### src/rtl/rollover_mon_pkg.sv
`default_nettype none
// ============================================================================
// Module   : rollover_mon_pkg
// Brief    : Shared types for the rollover monitor (cause codes, event record).
//            Record gains a timestamp field when ROLLOVER_MON_TS_EN is defined.
// Revision : 1.0 - initial release
// ============================================================================
package rollover_mon_pkg;

    localparam int TS_W   = 16;
    localparam int IW_DEF = 8;

    typedef enum logic [1:0] {
        CAUSE_UP        = 2'd0,
        CAUSE_LOAD      = 2'd1,
        CAUSE_DOWN_WRAP = 2'd2
    } cause_e;

    typedef struct packed {
        cause_e              cause;
        logic [IW_DEF-1:0]   interval;
`ifdef ROLLOVER_MON_TS_EN
        logic [TS_W-1:0]     ts;
`endif
    } evt_rec_t;

    // Packed record width for an arbitrary interval field width.
    function automatic int rec_width(input int iw);
`ifdef ROLLOVER_MON_TS_EN
        return 2 + iw + TS_W;
`else
        return 2 + iw;
`endif
    endfunction

endpackage
`default_nettype wire

### src/rtl/rollover_monitor_if.sv
`default_nettype none
// ============================================================================
// Module   : rollover_monitor_if
// Brief    : Event drain port (valid/ready, record, level, drop count).
//            Carries ev_ts when ROLLOVER_MON_TS_EN is defined.
// Revision : 1.0 - initial release
// ============================================================================
interface rollover_monitor_if
    import rollover_mon_pkg::*;
#(
    parameter int IW    = 8,
    parameter int DEPTH = 4,
    parameter int DW    = 8
);
    logic                     ev_valid;
    logic                     ev_ready;
    logic [1:0]               ev_cause;
    logic [IW-1:0]            ev_interval;
    logic [$clog2(DEPTH):0]   ev_level;
    logic [DW-1:0]            drop_cnt;
`ifdef ROLLOVER_MON_TS_EN
    logic [TS_W-1:0]          ev_ts;
`endif

    modport master (
`ifdef ROLLOVER_MON_TS_EN
        output ev_ts,
`endif
        output ev_valid,
        output ev_cause,
        output ev_interval,
        output ev_level,
        output drop_cnt,
        input  ev_ready
    );

    modport slave (
`ifdef ROLLOVER_MON_TS_EN
        input  ev_ts,
`endif
        input  ev_valid,
        input  ev_cause,
        input  ev_interval,
        input  ev_level,
        input  drop_cnt,
        output ev_ready
    );
endinterface
`default_nettype wire

### src/rtl/rollover_evt_fifo.sv
`default_nettype none
// ============================================================================
// Module   : rollover_evt_fifo
// Brief    : Generic synchronous first-word-fall-through FIFO with occupancy.
// Revision : 1.0 - initial release
// ============================================================================
module rollover_evt_fifo #(
    parameter int WIDTH = 8,
    parameter int DEPTH = 4
) (
    input  wire logic                     clk,
    input  wire logic                     rstn,
    input  wire logic                     i_push,
    input  wire logic [WIDTH-1:0]         i_din,
    input  wire logic                     i_pop,
    output logic      [WIDTH-1:0]         o_dout,
    output logic                          o_full,
    output logic                          o_empty,
    output logic      [$clog2(DEPTH):0]   o_level
);
    localparam int            AW     = $clog2(DEPTH);
    localparam logic [AW:0]   c_FULL = (AW+1)'(DEPTH);

    logic [WIDTH-1:0] r_mem [DEPTH];
    logic [AW-1:0]    r_wr;
    logic [AW-1:0]    r_rd;
    logic [AW:0]      r_level;
    logic             w_do_push;
    logic             w_do_pop;

    assign o_full    = (r_level == c_FULL);
    assign o_empty   = (r_level == '0);
    assign o_level   = r_level;
    assign w_do_pop  = i_pop & ~o_empty;
    assign w_do_push = i_push & (~o_full | w_do_pop);
    // Head reads zero while empty so stale records never leak out.
    assign o_dout    = o_empty ? '0 : r_mem[r_rd];

    always_ff @(posedge clk) begin
        if (w_do_push) begin
            r_mem[r_wr] <= i_din;
        end
    end

    always_ff @(posedge clk or negedge rstn) begin
        if (!rstn) begin
            r_wr    <= '0;
            r_rd    <= '0;
            r_level <= '0;
        end else begin
            if (w_do_push) begin
                r_wr <= r_wr + AW'(1);
            end
            if (w_do_pop) begin
                r_rd <= r_rd + AW'(1);
            end
            case ({w_do_push, w_do_pop})
                2'b10:   r_level <= r_level + (AW+1)'(1);
                2'b01:   r_level <= r_level - (AW+1)'(1);
                default: r_level <= r_level;
            endcase
        end
    end
endmodule
`default_nettype wire

### src/rtl/rollover_monitor.sv
`default_nettype none
// ============================================================================
// Module   : rollover_monitor
// Brief    : Detects counter rollover events, classifies them, and queues
//            {cause, interval} records. ROLLOVER_MON_TS_EN adds a timestamp.
// Revision : 1.0 - initial release
// ============================================================================
module rollover_monitor
    import rollover_mon_pkg::*;
#(
    parameter int WIDTH = 4,
    parameter int IW    = 8,
    parameter int DEPTH = 4,
    parameter int DW    = 8
) (
    input  wire logic             clk,
    input  wire logic             rstn,
    input  wire logic [WIDTH-1:0] count,
    input  wire logic             rollover,
    input  wire logic             down,
    input  wire logic             load_en,
    rollover_monitor_if.master    ev
);
    localparam int LW = $clog2(DEPTH) + 1;
    localparam int RW = rec_width(IW);

    typedef struct packed {
        cause_e            cause;
        logic [IW-1:0]     interval;
`ifdef ROLLOVER_MON_TS_EN
        logic [TS_W-1:0]   ts;
`endif
    } rec_t;

    logic            r_roll_q;
    logic            r_load_en_q;
    logic            r_down_q;
    logic [IW-1:0]   r_ival;
    logic [DW-1:0]   r_drop;
`ifdef ROLLOVER_MON_TS_EN
    logic [TS_W-1:0] r_ts;
`endif

    logic            w_evt;
    logic            w_pop;
    logic            w_push;
    logic            w_full;
    logic            w_empty;
    logic [LW-1:0]   w_level;
    logic [RW-1:0]   w_dout;
    rec_t            w_rec_in;
    rec_t            w_rec_out;
    logic            w_count_unused;

    // rollover already encodes the all-ones condition; count is only tapped.
    assign w_count_unused = ^count;

    assign w_evt  = rollover & ~r_roll_q;
    assign w_pop  = ~w_empty & ev.ev_ready;
    assign w_push = w_evt & (~w_full | w_pop);

    always_comb begin
        w_rec_in = '0;
        if (r_load_en_q) begin
            w_rec_in.cause = CAUSE_LOAD;
        end else if (r_down_q) begin
            w_rec_in.cause = CAUSE_DOWN_WRAP;
        end else begin
            w_rec_in.cause = CAUSE_UP;
        end
        w_rec_in.interval = (r_ival == '1) ? r_ival : r_ival + IW'(1);
`ifdef ROLLOVER_MON_TS_EN
        w_rec_in.ts = r_ts;
`endif
    end

    always_ff @(posedge clk or negedge rstn) begin
        if (!rstn) begin
            r_roll_q    <= 1'b0;
            r_load_en_q <= 1'b0;
            r_down_q    <= 1'b0;
            r_ival      <= '0;
            r_drop      <= '0;
`ifdef ROLLOVER_MON_TS_EN
            r_ts        <= '0;
`endif
        end else begin
            r_roll_q    <= rollover;
            r_load_en_q <= load_en;
            r_down_q    <= down;
            // Interval restarts on every event, including dropped ones.
            if (w_evt) begin
                r_ival <= '0;
            end else if (r_ival != '1) begin
                r_ival <= r_ival + IW'(1);
            end
            if (w_evt && !w_push && (r_drop != '1)) begin
                r_drop <= r_drop + DW'(1);
            end
`ifdef ROLLOVER_MON_TS_EN
            r_ts <= r_ts + TS_W'(1);
`endif
        end
    end

    rollover_evt_fifo #(
        .WIDTH (RW),
        .DEPTH (DEPTH)
    ) u_fifo (
        .clk     (clk),
        .rstn    (rstn),
        .i_push  (w_push),
        .i_din   (w_rec_in),
        .i_pop   (w_pop),
        .o_dout  (w_dout),
        .o_full  (w_full),
        .o_empty (w_empty),
        .o_level (w_level)
    );

    assign w_rec_out      = rec_t'(w_dout);
    assign ev.ev_valid    = ~w_empty;
    assign ev.ev_cause    = w_rec_out.cause;
    assign ev.ev_interval = w_rec_out.interval;
    assign ev.ev_level    = w_level;
    assign ev.drop_cnt    = r_drop;
`ifdef ROLLOVER_MON_TS_EN
    assign ev.ev_ts       = w_rec_out.ts;
`endif
endmodule
`default_nettype wire
### src/flat_wrapper.sv
// flat-port wrapper written by rule: the top's interface ports become plain ports
module rollover_monitor_flat import rollover_mon_pkg::*;
#(
    parameter int WIDTH = 4,
    parameter int IW    = 8,
    parameter int DEPTH = 4,
    parameter int DW    = 8
)
  (clk, rstn, count, rollover, down, load_en, ev_ev_valid, ev_ev_cause, ev_ev_interval, ev_ev_level, ev_drop_cnt, ev_ev_ready);
  rollover_monitor_if #(.IW(IW), .DEPTH(DEPTH), .DW(DW)) ev_i ();
  input  wire logic clk;
  input  wire logic rstn;
  input  wire logic [WIDTH-1:0] count;
  input  wire logic rollover;
  input  wire logic down;
  input  wire logic load_en;
  output wire logic [$bits(ev_i.ev_valid)-1:0] ev_ev_valid;
  output wire logic [$bits(ev_i.ev_cause)-1:0] ev_ev_cause;
  output wire logic [$bits(ev_i.ev_interval)-1:0] ev_ev_interval;
  output wire logic [$bits(ev_i.ev_level)-1:0] ev_ev_level;
  output wire logic [$bits(ev_i.drop_cnt)-1:0] ev_drop_cnt;
  input wire logic [$bits(ev_i.ev_ready)-1:0] ev_ev_ready;
  assign ev_ev_valid = ev_i.ev_valid;
  assign ev_ev_cause = ev_i.ev_cause;
  assign ev_ev_interval = ev_i.ev_interval;
  assign ev_ev_level = ev_i.ev_level;
  assign ev_drop_cnt = ev_i.drop_cnt;
  assign ev_i.ev_ready = ev_ev_ready;
  rollover_monitor #(.WIDTH(WIDTH), .IW(IW), .DEPTH(DEPTH), .DW(DW)) u_core (.clk(clk), .rstn(rstn), .count(count), .rollover(rollover), .down(down), .load_en(load_en), .ev(ev_i));
endmodule
### config.mk
export PLATFORM = sky130hd
export DESIGN_NAME = rollover_monitor_flat
export DESIGN_NICKNAME = d
export VERILOG_FILES = /design/src/rtl/rollover_mon_pkg.sv /design/src/rtl/rollover_monitor_if.sv /design/src/rtl/rollover_evt_fifo.sv /design/src/rtl/rollover_monitor.sv /design/src/flat_wrapper.sv
export SDC_FILE = /design/constraint.sdc
export NUM_CORES = 1
export LEC_CHECK = 0
export ABC_AREA = 1
export ABC_CLOCK_PERIOD_IN_PS = 4500
export BUFFER_PORTS_ARGS = -buffer_cell sky130_fd_sc_hd__buf_2
export CORE_UTILIZATION = 59
export CTS_CLUSTER_DIAMETER = 30
export DETAILED_ROUTE_END_ITERATION = 16
export GPL_ROUTABILITY_DRIVEN = 0
export GPL_TIMING_DRIVEN = 1
export HOLD_SLACK_MARGIN = 0.02
export PLACE_DENSITY = 0.8
export SYNTH_ARGS = -nofsm -noshare
export SYNTH_HDL_FRONTEND = slang
export SYNTH_HIERARCHICAL = 1
export SYNTH_SLANG_ARGS = --single-unit
### constraint.sdc
create_clock -name clk -period 4.5 [get_ports clk]
set_input_delay 0.9 -clock clk [delete_from_list [all_inputs] [get_ports clk]]
set_output_delay 0.9 -clock clk [all_outputs]
set_load 0.03 [all_outputs]
==> flow_summary.toml <==
[run_status]
outcome = "complete, no violations"

[clock_network]
clock_latency_ns = 0.32
cts_hold_buffers = 0
post_cts_buffers = 0
cts_tree = "yes"
cts_root_buffer = "clkbuf_8"
post_cts_resized = 0
cts.htree.levels = 3
cts_sinks = 66
cts-buffers-inserted = 9
clock_path_buffers = 2
path_clk_slew_ns = 0.07

[grt]
grt_pass1_vias = 1988
grt_util_all_layers = 0.218
antenna_found_initial = 0
grt_overflow = 0
grt_max_degree = 27
grt_first_pass_wirelength_um = 8800

[synthesis]
syn_area_um2 = 3130
syn_nets = 340
synthFlopType = "edfxtp_1"
syn_inst = 323
synth-edff-count = 40
yosysWarnings = 6
ys_types = 30
synth.avg_cell_area_um2 = 9.70
yosysSeqAreaShare = 0.591
synth-seq-cells = 66
synthArstFlopShare = 0.394

[route]
ant_nets = 0
drt-initial-drc-count = 94
dr.pass1.iters = 4
viasPerCell = 5.07
wl_per_cell_um = 12.8
drc = 0
dr_total_vias = 2178
routed_wl_um = 5490

[die]
die_w_um = 74.9
boundaryPins = 32
dieHeight_um = 74.9
die_area_um2 = 5600
rows = 26
core-area_um2 = 5110
initial_utilization = 0.613

[timing]
max_slew_margin = 0.361
holdWs_ns = 0.520
finalClockSkew_ns = 0.00439
worst_pin_slew_ns = 0.954
setup-tns-final_ns = 0
drv_slew = 0
setup_violations = 0
max_freq_ghz = 0.333
hold_violations = 0
min_period_over_period = 0.667
rsz0062_at_grt = "no"
fin_crit_ns = 3.00

[worst_setup_path]
path_buf_inv = 2
crit_chain = "clkinv_1 -> nor2_1 -> o21ai_0 -> a21oi_1 -> buf_2"
slowest_stage = "dfrtp_1"
critPathMaxFanout = 12
cp_top_family = "buffers and inverters"
critical_path_class = "flop to output port"
slowest_delay_ns = 0.65
start_kind = "flop"
arrival_ns = 2.10
cp-end-kind = "output port"
required_ns = 3.60

[place]
post-dp-hpwl_um = 3610
portBuffers = 27

[pwr]
vdd_drop_max_mv = 0.326
p_leak_nw = 1.61
power_mw = 2.25
power_density_nw_per_um2 = 635

[layout]
drive_above_1_share = 0.183
num-fill-cells = 388
final_nets = 372
area_growth_pct = 13.3
diodes = 0

[run]
max-cap-violations = 0

[hold_path]
hp-class = "flop to flop"
## cell families after synthesis
family | count (synthesis) | synth area share
adder cells (fa/ha/maj) | 7 | 0.0304
AND/OR/NAND/NOR | 156 | 0.223
XOR/XNOR | 10 | 0.0304
flip-flops | 66 | 0.591
buffers and inverters | 42 | 0.0523
AO/OA/AOI/OAI | 42 | 0.0727
## layout make-up
class	instances	area, um2	share of cell area
Clock buffer	13	159	0.0448
Multi-Input combinational cell	215	1120	0.315
Timing Repair Buffer	27	135	0.0381
Sequential cell	66	1850	0.522
Clock inverter	3	63.8	0.0180
Tap cell	70	87.6	0.0247
Inverter	36	135	0.0381
## cell usage after synthesis (2+ instances only)
cell type / count / area, um2
inv_2: 7 / 26.3
buf_2: 2 / 10.0
o21ai_0: 20 / 100
nor2_1: 55 / 206
nor2_2: 2 / 12.5
nand4_1: 3 / 18.8
inv_1: 27 / 101
clkbuf_1: 3 / 11.3
nand2_2: 6 / 37.5
ha_1: 6 / 75.1
edfxtp_1: 40 / 1200
nand3_1: 13 / 65.1
nand3_2: 3 / 30.0
a21oi_1: 14 / 70.1
clkinv_1: 2 / 7.51
xor2_1: 6 / 52.6
nor2_4: 3 / 33.8
nand2_1: 68 / 255
xnor2_1: 3 / 26.3
o21ai_1: 5 / 25.0
dfrtp_1: 26 / 651
## path summary, 6_finish.rpt
kind / cells after the start / slack (ns) / from / endpoint
min in group asynchronous: 1 / 0.56 / rstn / u_core/u_fifo/o_level[2]
worst min-delay path: 0 / 0.52 / u_core/r_load_en_q / u_core/u_fifo/r_mem[3][8]
worst max register to register: 8 / 1.77 / u_core/u_fifo/o_level[2] / u_core/u_fifo/r_mem[0][7]
worst min register to register: 0 / 0.52 / u_core/r_load_en_q / u_core/u_fifo/r_mem[3][8]
worst max-delay path: 5 / 1.50 / u_core/u_fifo/r_rd[1] / ev_ev_interval[1]
max in group asynchronous: 1 / 3.56 / rstn / u_core/r_ival[2]
## flip-flops by register name, indices dropped and copies added (netlist names)
name,flops
u_core/r_load_en_q,1
u_core/r_down_q,1
u_core/u_fifo/r_wr,2
u_core/u_fifo/r_rd,2
u_core/r_ival,8
u_core/u_fifo/o_level,3
u_core/r_roll_q,1
u_core/u_fifo/r_mem,40
u_core/ev.drop_cnt,8
## stage by stage
step / cell area, um2 / instances / setup slack [ns] / utilization
after CTS: 3550 / 430 / 1.51 / 0.695
final: 3550 / 430 / 1.50 / 0.695
after detailed placement: 3330 / 414 / 1.49 / 0.651
after global placement: 3330 / 414 / 1.53 / 0.651
after floorplan: 3130 / 323 / 1.91 / -
after global routing: 3550 / 430 / 1.35 / 0.695
## per-layer routing
| layer | vias up | global-route usage | share of wire | wire [um] |
|---|---|---|---|---|
| li1 | 1108 | - | - | - |
| met1 | 1007 | 0.268 | 0.44 | 2410 |
| met2 | 52 | 0.365 | 0.52 | 2830 |
| met3 | 11 | 0.0455 | 0.033 | 182 |
| met4 | 0 | 0.109 | 0.011 | 61 |
| met5 | - | 0 | 0 | 0 |
## cells in the final DEF (no fill, tap or decap), types with 2 or more instances in the layout
cell and n:
clkinv_1 3, clkbuf_8 11, edfxtp_1 40, nor2_4 3, o21ai_1 5, buf_2 27, nand2_2 6, xnor2_1 3
bufinv_16 2, inv_1 27, nor2_1 55, a21oi_1 14, nor2_2 2, ha_1 6, nand2_1 68, o21ai_0 20
nand3_2 3, inv_2 7, xor2_1 6, nand4_1 3, nand3_1 13, clkbuf_1 2, dfrtp_1 26
## power by group
group          total [mW]  internal [mW]  switching, mW  leakage [nW]
Sequential          0.877          0.764          0.113         0.704
Clock               0.541          0.341          0.200         0.111
Combinational       0.835          0.250          0.585         0.800
No activity file was read; power rests on OpenSTA's default activity.
